===== src/rtl/bcd_pkg.sv =====
// Shared definitions for the packed-BCD serial arithmetic unit.
package bcd_pkg;

  localparam int         DIGIT_W  = 4;
  localparam logic [3:0] BCD_NINE = 4'd9;
  localparam logic [3:0] BCD_CORR = 4'd6;

  typedef enum logic [1:0] {
    ST_IDLE = 2'd0,
    ST_ADD  = 2'd1,
    ST_COMP = 2'd2,
    ST_FIN  = 2'd3
  } state_e;

  // True when the nibble is a legal decimal digit (0..9).
  function automatic logic is_bcd_digit(input logic [DIGIT_W-1:0] i_d);
    return (i_d <= BCD_NINE);
  endfunction

endpackage


===== src/rtl/bcd_digit_adder.sv =====
// One decimal digit of addition: a + b + carry-in with the +6 correction.
module bcd_digit_adder
  import bcd_pkg::*;
(
  input  logic [DIGIT_W-1:0] i_a,
  input  logic [DIGIT_W-1:0] i_b,
  input  logic               i_cin,
  output logic [DIGIT_W-1:0] o_sum,
  output logic               o_cout
);

  logic [DIGIT_W:0]   w_bin;
  logic [DIGIT_W-1:0] w_corr;

  assign w_bin  = {1'b0, i_a} + {1'b0, i_b} + {{DIGIT_W{1'b0}}, i_cin};
  assign o_cout = (w_bin > 5'd9);
  // Only the low nibble survives the correction, so a 4-bit add is enough.
  assign w_corr = w_bin[DIGIT_W-1:0] + BCD_CORR;
  assign o_sum  = o_cout ? w_corr : w_bin[DIGIT_W-1:0];

endmodule


===== src/rtl/bcd_serial_addsub.sv =====
// Digit-serial packed-BCD adder/subtractor, LSD first, one digit per clock.
// Subtraction adds the 9's complement of B; a negative result is turned into
// a magnitude by a second 10's-complement pass over the sum.
module bcd_serial_addsub
  import bcd_pkg::*;
#(
  parameter int DIGITS = 8
) (
  input  logic                  CLK,
  input  logic                  RESET,
  input  logic                  START,
  input  logic                  OP,
  input  logic [4*DIGITS-1:0]   A,
  input  logic [4*DIGITS-1:0]   B,
  input  logic                  CIN,
  output logic [4*DIGITS-1:0]   S,
  output logic                  SIGN,
  output logic                  COUT,
  output logic                  ERR,
  output logic                  BUSY,
  output logic                  DONE
);

  localparam int W     = DIGIT_W * DIGITS;
  localparam int CNT_W = (DIGITS > 1) ? $clog2(DIGITS) : 1;

  state_e             r_state;
  logic [W-1:0]       r_a;
  logic [W-1:0]       r_b;
  logic [W-1:0]       r_sum;
  logic [CNT_W-1:0]   r_cnt;
  logic               r_op;
  logic               r_carry;
  logic               r_err;
  logic [W-1:0]       r_s;
  logic               r_sign;
  logic               r_cout;
  logic               r_err_out;
  logic               r_busy;
  logic               r_done;

  logic               w_invalid;
  logic [DIGIT_W-1:0] w_add_a;
  logic [DIGIT_W-1:0] w_add_b;
  logic [DIGIT_W-1:0] w_digit;
  logic               w_cout;
  logic [W-1:0]       w_sum_next;
  logic               w_last;

  // Flag any non-decimal nibble in the operands presented with START.
  // NOTE: every always_comb output gets a default first so no latch is inferred.
  always_comb begin
    w_invalid = 1'b0;
    for (int i = 0; i < DIGITS; i++) begin
      if (!is_bcd_digit(A[i*DIGIT_W +: DIGIT_W]) || !is_bcd_digit(B[i*DIGIT_W +: DIGIT_W]))
        w_invalid = 1'b1;
    end
  end

  // Feed the shared digit adder: operands during ADD, 9 - sum digit during COMP.
  always_comb begin
    w_add_a = r_a[DIGIT_W-1:0];
    w_add_b = r_op ? (BCD_NINE - r_b[DIGIT_W-1:0]) : r_b[DIGIT_W-1:0];
    if (r_state == ST_COMP) begin
      w_add_a = BCD_NINE - r_sum[DIGIT_W-1:0];
      w_add_b = '0;
    end
  end

  bcd_digit_adder u_digit_adder (
    .i_a    (w_add_a),
    .i_b    (w_add_b),
    .i_cin  (r_carry),
    .o_sum  (w_digit),
    .o_cout (w_cout)
  );

  // Result register shifts right; the new digit enters at the MSD end.
  assign w_sum_next = (r_sum >> DIGIT_W) | (W'(w_digit) << (W - DIGIT_W));
  assign w_last     = (r_cnt == CNT_W'(DIGITS - 1));

  // Control FSM, working shift registers and registered outputs.
  // NOTE: state is updated with non-blocking assignments only, so every
  // right-hand side sees the values from before this clock edge.
  always_ff @(posedge CLK or posedge RESET) begin
    if (RESET) begin
      // NOTE: working registers are reset too; they are cheap flops, not a RAM.
      r_state   <= ST_IDLE;
      r_a       <= '0;
      r_b       <= '0;
      r_sum     <= '0;
      r_cnt     <= '0;
      r_op      <= 1'b0;
      r_carry   <= 1'b0;
      r_err     <= 1'b0;
      r_s       <= '0;
      r_sign    <= 1'b0;
      r_cout    <= 1'b0;
      r_err_out <= 1'b0;
      r_busy    <= 1'b0;
      r_done    <= 1'b0;
    end else begin
      r_done <= 1'b0;
      case (r_state)
        ST_IDLE, ST_FIN: begin
          r_state <= ST_IDLE;
          if (START) begin
            r_a     <= A;
            r_b     <= B;
            r_op    <= OP;
            r_carry <= OP ? ~CIN : CIN;
            r_err   <= w_invalid;
            r_cnt   <= '0;
            r_busy  <= 1'b1;
            r_state <= ST_ADD;
          end
        end
        ST_ADD: begin
          r_a     <= r_a >> DIGIT_W;
          r_b     <= r_b >> DIGIT_W;
          r_sum   <= w_sum_next;
          r_carry <= w_cout;
          r_cnt   <= r_cnt + 1'b1;
          if (w_last) begin
            r_cnt <= '0;
            if (r_op && !w_cout && !r_err) begin
              // Borrow out of a subtraction: the sum is 10^N - |result|.
              r_carry <= 1'b1;
              r_state <= ST_COMP;
            end else begin
              r_state   <= ST_FIN;
              r_busy    <= 1'b0;
              r_done    <= 1'b1;
              r_s       <= r_err ? '0 : w_sum_next;
              r_cout    <= r_err ? 1'b0 : w_cout;
              r_sign    <= 1'b0;
              r_err_out <= r_err;
            end
          end
        end
        ST_COMP: begin
          r_sum   <= w_sum_next;
          r_carry <= w_cout;
          r_cnt   <= r_cnt + 1'b1;
          if (w_last) begin
            r_cnt     <= '0;
            r_state   <= ST_FIN;
            r_busy    <= 1'b0;
            r_done    <= 1'b1;
            r_s       <= w_sum_next;
            r_cout    <= 1'b0;
            r_sign    <= 1'b1;
            r_err_out <= 1'b0;
          end
        end
        default: r_state <= ST_IDLE;
      endcase
    end
  end

  assign S    = r_s;
  assign SIGN = r_sign;
  assign COUT = r_cout;
  assign ERR  = r_err_out;
  assign BUSY = r_busy;
  assign DONE = r_done;

endmodule


===== config.mk =====
export PLATFORM = sky130hd
export DESIGN_NAME = bcd_serial_addsub
export DESIGN_NICKNAME = d
export VERILOG_FILES = /design/src/rtl/bcd_pkg.sv /design/src/rtl/bcd_digit_adder.sv /design/src/rtl/bcd_serial_addsub.sv
export SDC_FILE = /design/constraint.sdc
export NUM_CORES = 1
export LEC_CHECK = 0
export ABC_CLOCK_PERIOD_IN_PS = 8100
export CORE_ASPECT_RATIO = 0.6
export CORE_MARGIN = 2
export CORE_UTILIZATION = 60
export CTS_BUF_LIST = sky130_fd_sc_hd__clkbuf_4 sky130_fd_sc_hd__clkbuf_8
export DETAILED_ROUTE_END_ITERATION = 8
export PLACE_DENSITY_LB_ADDON = 0.2
export SETUP_SLACK_MARGIN = 0.1
export SLEW_MARGIN = 25
export SYNTH_ARGS = -nofsm -noshare
export SYNTH_HDL_FRONTEND = slang
export SYNTH_SLANG_ARGS = --single-unit

===== constraint.sdc =====
create_clock -name CLK -period 8.1 [get_ports CLK]
set_input_delay 1.215 -clock CLK [delete_from_list [all_inputs] [get_ports CLK]]
set_output_delay 1.215 -clock CLK [all_outputs]
set_load 0.01 [all_outputs]

# After elaboration in Yosys (flattened, before gate mapping)
# Cells that the tools add are included.
dict set report word_totals {
  ff_bits 141
  output_inout_bits 37
}
dict set report classes {
  add_sub_neg 6
  magnitude_cmp 17
  n_eq_ne 8
  muxes 52
  bitwise 2
  n_reduce_logical 38
}
# operator count
set ops {}
lappend ops {{$mux W32} 6}
lappend ops {{$pmux W32 S2} 3}
lappend ops {{$le A4 B4 Y1 const B} 16}
lappend ops {{$or A28 B32 Y32} 1}
lappend ops {{$mux W1} 27}
lappend ops {{$logic_not A1 Y1} 18}
lappend ops {{$mux W4} 4}
lappend ops {{$logic_or A1 B1 Y1} 8}
lappend ops {{$ne A2 B2 Y1 const B} 4}
lappend ops {{$pmux W1 S2} 4}
lappend ops {{$reduce_and A4 Y1} 2}
lappend ops {{$sub A4 B4 Y4 const A} 2}
lappend ops {{$mux W3} 2}
lappend ops {{$pmux W1 S3} 2}
lappend ops {{$pmux W2 S3} 1}
lappend ops {{$pmux W3 S2} 1}
lappend ops {{$reduce_and A2 Y1} 3}
lappend ops {{$add A4 B4 Y5} 1}
lappend ops {{$add A5 B1 Y5} 1}
lappend ops {{$gt A5 B4 Y1 const B} 1}
lappend ops {{$add A4 B3 Y4 const B} 1}
lappend ops {{$eq A2 B2 Y1 const B} 2}
lappend ops {{$mux W2} 2}
lappend ops {{$reduce_bool A2 Y1} 2}
lappend ops {{other kinds (7)} 9}

# Longest topological paths before layout
dict set report depth {
  word_depth 12
  mapped_depth 16
  mapped_depth_nobuf 13
}

# Cells and area by module
# A second synthesis with hierarchy kept.
dict set report unflattened {
  cells_unflattened 566
  area_unflattened_um2 6437.4
}
# module n_inst cells_each area_per_inst_um2 seq_area_each_um2
set by_module_without_submodules {}
lappend by_module_without_submodules {bcd_serial_addsub 1 544 6226.0 3528.4}
lappend by_module_without_submodules {bcd_digit_adder 1 22 211.5 0.0}

# Least setup slack after synthesis
# No wires, ideal clock.
dict set report synth_path {
  path_type {flip-flop to flip-flop}
  startpoint {reg r_state[0]}
  endpoint {reg r_err_out (netlist: ERR)}
  arrival_ps 3230
  path_slack_ps 4745
  stages_incl_launch_ff 16
  n_path_buf 2
  synth_period_minus_slack_ps 3355
  cell_sequence {dfrtp_1 > inv_1 > ha_1 > clkbuf_1 > mux2i_1 > fa_1 > inv_1 > fa_1 > xnor2_2 > ha_1 > nand2_1 > nand4_1 > a21oi_4 > o21a_1 > buf_6 > mux2_4}
}
dict set report synth_via {
  elab_chain_len 10
  elab_cells_between_ends 16
}
# element line
set synth_rtl {}
lappend synth_rtl {{from (decl)} bcd_serial_addsub.sv:27} ;# state_e r_state;
lappend synth_rtl {{from (signal assigned)} bcd_serial_addsub.sv:88} ;# r_state <= ST_IDLE;
lappend synth_rtl {{from (signal assigned)} bcd_serial_addsub.sv:106} ;# r_state <= ST_IDLE;
lappend synth_rtl {{from (signal assigned)} bcd_serial_addsub.sv:115} ;# r_state <= ST_ADD;
lappend synth_rtl {{$eq A2 B2 Y1} {bcd_serial_addsub.sv:64, bcd_serial_addsub.sv:104}}
lappend synth_rtl {{$mux W4} bcd_serial_addsub.sv:64} ;# if (r_state == ST_COMP) begin
lappend synth_rtl {{$add A4 B4 Y5} bcd_digit_adder.sv:15} ;# assign w_bin = {1'b0, i_a} + {1'b0, i_b} + {{DIGIT_W{1'b0}}, i_cin};
lappend synth_rtl {{$add A5 B1 Y5} bcd_digit_adder.sv:15}
lappend synth_rtl {{$gt A5 B4 Y1} bcd_digit_adder.sv:16} ;# assign o_cout = (w_bin > 5'd9);
lappend synth_rtl {{$logic_not A1 Y1} bcd_serial_addsub.sv:126} ;# if (r_op && !w_cout && !r_err) begin
lappend synth_rtl {{$logic_and A1 B1 Y1 (2 in a row)} bcd_serial_addsub.sv:126}
lappend synth_rtl {{$ne A2 B2 Y1 (no line)} --}
lappend synth_rtl {{$reduce_and A4 Y1 (no line)} --}
lappend synth_rtl {{to (signal assigned)} bcd_serial_addsub.sv:137} ;# r_err_out <= r_err;
lappend synth_rtl {{to (decl)} bcd_serial_addsub.sv:38} ;# logic r_err_out;
# Several ways; a longest one is shown, not always the timed one.
# A chain may end at the register's enable or synchronous reset.

# Final worst setup path
dict set report layout_path {
  startpoint {reg r_state[0]}
  endpoint {reg r_s[28] (netlist: S[28])}
}
dict set report layout_via {
  elab_chain_len 11
  elab_cells_between_ends 23
}
# element line
set layout_rtl {}
lappend layout_rtl {{$eq A2 B2 Y1} {bcd_serial_addsub.sv:64, bcd_serial_addsub.sv:104}}
lappend layout_rtl {{$mux W4} bcd_serial_addsub.sv:64}
lappend layout_rtl {{$add A4 B4 Y5} bcd_digit_adder.sv:15}
lappend layout_rtl {{$add A5 B1 Y5} bcd_digit_adder.sv:15}
lappend layout_rtl {{$add A4 B3 Y4 / $gt A5 B4 Y1 (equally long branches)} {bcd_digit_adder.sv:18, bcd_digit_adder.sv:16}}
lappend layout_rtl {{$mux W4} bcd_digit_adder.sv:19} ;# assign o_sum = o_cout ? w_corr : w_bin[DIGIT_W-1:0];
lappend layout_rtl {{$or A28 B32 Y32} bcd_serial_addsub.sv:79} ;# assign w_sum_next = (r_sum >> DIGIT_W) | (W'(w_digit) << (W - DIGIT_W));
lappend layout_rtl {{$mux W32} bcd_serial_addsub.sv:134} ;# r_s <= r_err ? '0 : w_sum_next;
lappend layout_rtl {{$mux W32} bcd_serial_addsub.sv:126}
lappend layout_rtl {{$mux W32} bcd_serial_addsub.sv:124} ;# if (w_last) begin
lappend layout_rtl {{$pmux W32 S2} bcd_serial_addsub.sv:104} ;# case (r_state)
lappend layout_rtl {{to (signal assigned)} bcd_serial_addsub.sv:134}
lappend layout_rtl {{to (signal assigned)} bcd_serial_addsub.sv:150} ;# r_s <= w_sum_next;
lappend layout_rtl {{to (decl)} bcd_serial_addsub.sv:35} ;# logic [W-1:0] r_s;
# Several ways; a longest one is shown, not always the timed one. The select of a mux whose other input is x is not followed.

==> impl_results.md <==
* Clock skew at 0.0141 ns
* Initial antenna violation count at 0
* Post-synth EDFFs at 0
* Die height at 86.7 µm
* Crit path DAT at 4.22 ns
* Cell depth of the worst flop-to-flop path at 13
* CP Capture Point: S[28]
* Crit path time final at 3.88 ns
* # fillers at 787
* CP Max Fanout at 35
* RSZ-0062 raised after global routing: no
* Total Wirelength at 15.8 mm
* Status: finished clean
* # Post-CTS Setup Buffers at 0
* Reg2reg end: S[28]
* CORE AREA at 11200 µm²
* PD cells at 474 nW/µm²
* Mapped Cells at 650
* Slew Viols, Final at 0
* Sum Neg Setup Slack at 0 ns
* Max Cap Viol at 0
* Row cnt at 30
* Avg WL per Cell at 17.6 µm
* Post-synthesis simple-gate area fraction at 0.0931
* Post-synth cell types at 52
* Vias/cell at 5.68
* Global-route wire length before repair at 25.3 mm
* CP Launch Point: r_state[0]
* Detailed placement HPWL at 11.1 mm
* GRT Total Usage at 0.269
* R2r startpoint: r_state[0]
* Worst-margin pin slew at 1.03 ns
* Sink Count at 141
* Largest net degree at the start of global routing at 89
* Clk slew on worst S/H paths at 0.08 ns
* Iteration count of the initial detailed-routing pass at 5
* Placed cell area at 7940 µm²
* Synth Area in XOR/XNOR at 0.00750
* CTS tree: done
* Post-synthesis mux area share at 0.188
* Post-route ant nets at 0
* Area delta synth->final at 22.4%
* Layout cells sized above 1 at 0.111
* Most frequent cells in the layout: dfrtp_1 (141), nand2_1 (115), clkdlybuf4s50_1 (105), mux2i_1 (87), o21ai_0 (77)
* Final Cycle Share at 0.479
* Max frequency at 258 MHz
* I/O pins at 106
* Die ar. at 12300 µm²
* Multi-input logic area at 2950 µm²
* Min-Delay Path Class: reg -> reg
* Synthesis-stage register bit count at 141
* Hold Buf Count CTS at 0
* Synthesized cell area at 6840 µm²
* Register Area at 3530 µm²
* Area leader, netlist: dfrtp_1
* Drt drc at 0
* GPL Wtd Cong at 0.937
* Maximum clock insertion buffer count at 2
* Worst setup SP type: flip-flop
* R2r setup slk at 4.22 ns
* Post-synth net total at 732
* Final setup viols at 0
* Asr flop ratio synth at 1.00
* Vias post-DR at 5107
* Seq/Total Area, Yosys at 0.516
* Fin util at 0.748
* Post-CTS sizing at 0
* Worst slew margin at 0.311
* Inserted Diodes at 0
* Critical path type: reg -> reg
* Total power at 3.96 mW
* Static leakage at 3.67 nW
* Nets at 824
* Synth top area cells: dfrtp_1 (52%), mux2i_1 (13%), nand2_1 (6.3%)
* Synth Area in Adders at 0.0260
* Syn avg cell area at 10.5 µm²
* Main combinational cell family by area after synthesis: multiplexers
* Worst vdd ir at 0.277 mV
* Endpoints failing hold at 0
* CTS root buf: clkbuf_8
* Req. time, crit path at 8.43 ns
* IO buf count at 105
* Total overflow reported by the global router at 0
* Vias in the first global route at 4945
* Latest clock arrival within the worst-skew pair at 0.45 ns
* DRT iter0 DRCs at 345
* Commonest non-fill, non-tap cell in the layout: dfrtp_1
* Ys Warns at 0
* Final instance area at 8370 µm²
* Post-synth top area share at 0.516
* Die extent in x at 142 µm
* Compound-gate portion of the synthesized area at 0.111
* H-tree levels at 4
* Clock buffer count from CTS at 17
* Synth Flop Type: dfrtp_1
* Initial core utilization at 0.611
* CP Capture Type: flip-flop
per-stage QoR:
step	hold slack (ns)	setup slack, ns	instances
after floorplan	0.446	3.10	650
after global placement	0.460	4.13	867
after detailed placement	0.470	3.96	867
after CTS	0.489	3.95	899
after global routing	0.516	4.01	899
final	0.485	4.22	899
flip-flops by register name (all words and copies together), names as in the netlist:
signal	flops
r_sum	32
BUSY	1
S	32
r_op	1
r_state	2
r_cnt	3
r_a	32
COUT	1
DONE	1
r_err	1
ERR	1
r_carry	1
r_b	32
SIGN	1
synthesized netlist by cell type (all sizes together) (2+ instances only):
master and n:
nor3 2, nor2 15, a22o 4, clkbuf 26
nand2 115, mux2 35, dfrtp 141, nand4 5
mux2i 88, xor2 2, a21oi 6, o32ai 3
nand2b 4, o211ai 2, nand3b 2, o31ai 8
xnor2 3, ha 11, fa 2, a211o 2
o21ai 87, buf 11, inv 53, nor2b 2
o21a 3
per-layer routing:
metal | up-vias | share of wire | track usage
li1 | 2409 | - | -
met1 | 2491 | 0.51 | 0.423
met2 | 189 | 0.42 | 0.375
met3 | 18 | 0.070 | 0.0663
met4 | 0 | 0.0081 | 0.0673
met5 | - | 0 | 0
final cells by class:
| class | count | share of cell area |
|---|---|---|
| flip-flops and latches | 141 | 0.422 |
| multi-input cells | 419 | 0.352 |
| repair buffers | 110 | 0.130 |
| clock buffers | 20 | 0.0307 |
| inverters | 53 | 0.0244 |
| well taps | 144 | 0.0215 |
| clock inverters | 12 | 0.0193 |
cells by family after synthesis:
logic type / Yosys count
multiplexers: 123
AO/OA/AOI/OAI: 127
buffers and inverters: 90
adder cells (fa/ha/maj): 13
flip-flops: 141
AND/OR/NAND/NOR: 151
XOR/XNOR: 5
worst max-delay path, stage by stage (launching register included):
cell and delay, ns:
dfrtp_1 0.43, inv_1 0.12, ha_2 0.28, mux2i_1 0.25, fa_1 0.23, inv_1 0.06, fa_1 0.48, xnor2_2 0.20
ha_1 0.26, nand2_1 0.08, nand4_1 0.18, a21oi_4 0.27, o21a_4 0.56, mux2_4 0.35
power by group:
part	internal, mW	total, mW	switching, mW
sequential	1.04	1.25	0.216
clock	0.318	0.600	0.282
combinational	0.943	2.11	1.17
how the worst min path moves through the flow:
stage               cells past startpoint    start       to
floorplan                               2   r_a[1]   r_a[1]
global placement                        2  r_a[20]  r_a[20]
detailed placement                      2   r_b[7]   r_b[7]
CTS                                     2   r_b[7]   r_b[7]
global route                            2  r_a[20]  r_a[20]
finish                                  2   r_a[6]   r_a[6]
No activity file was read; power rests on OpenSTA's default activity.
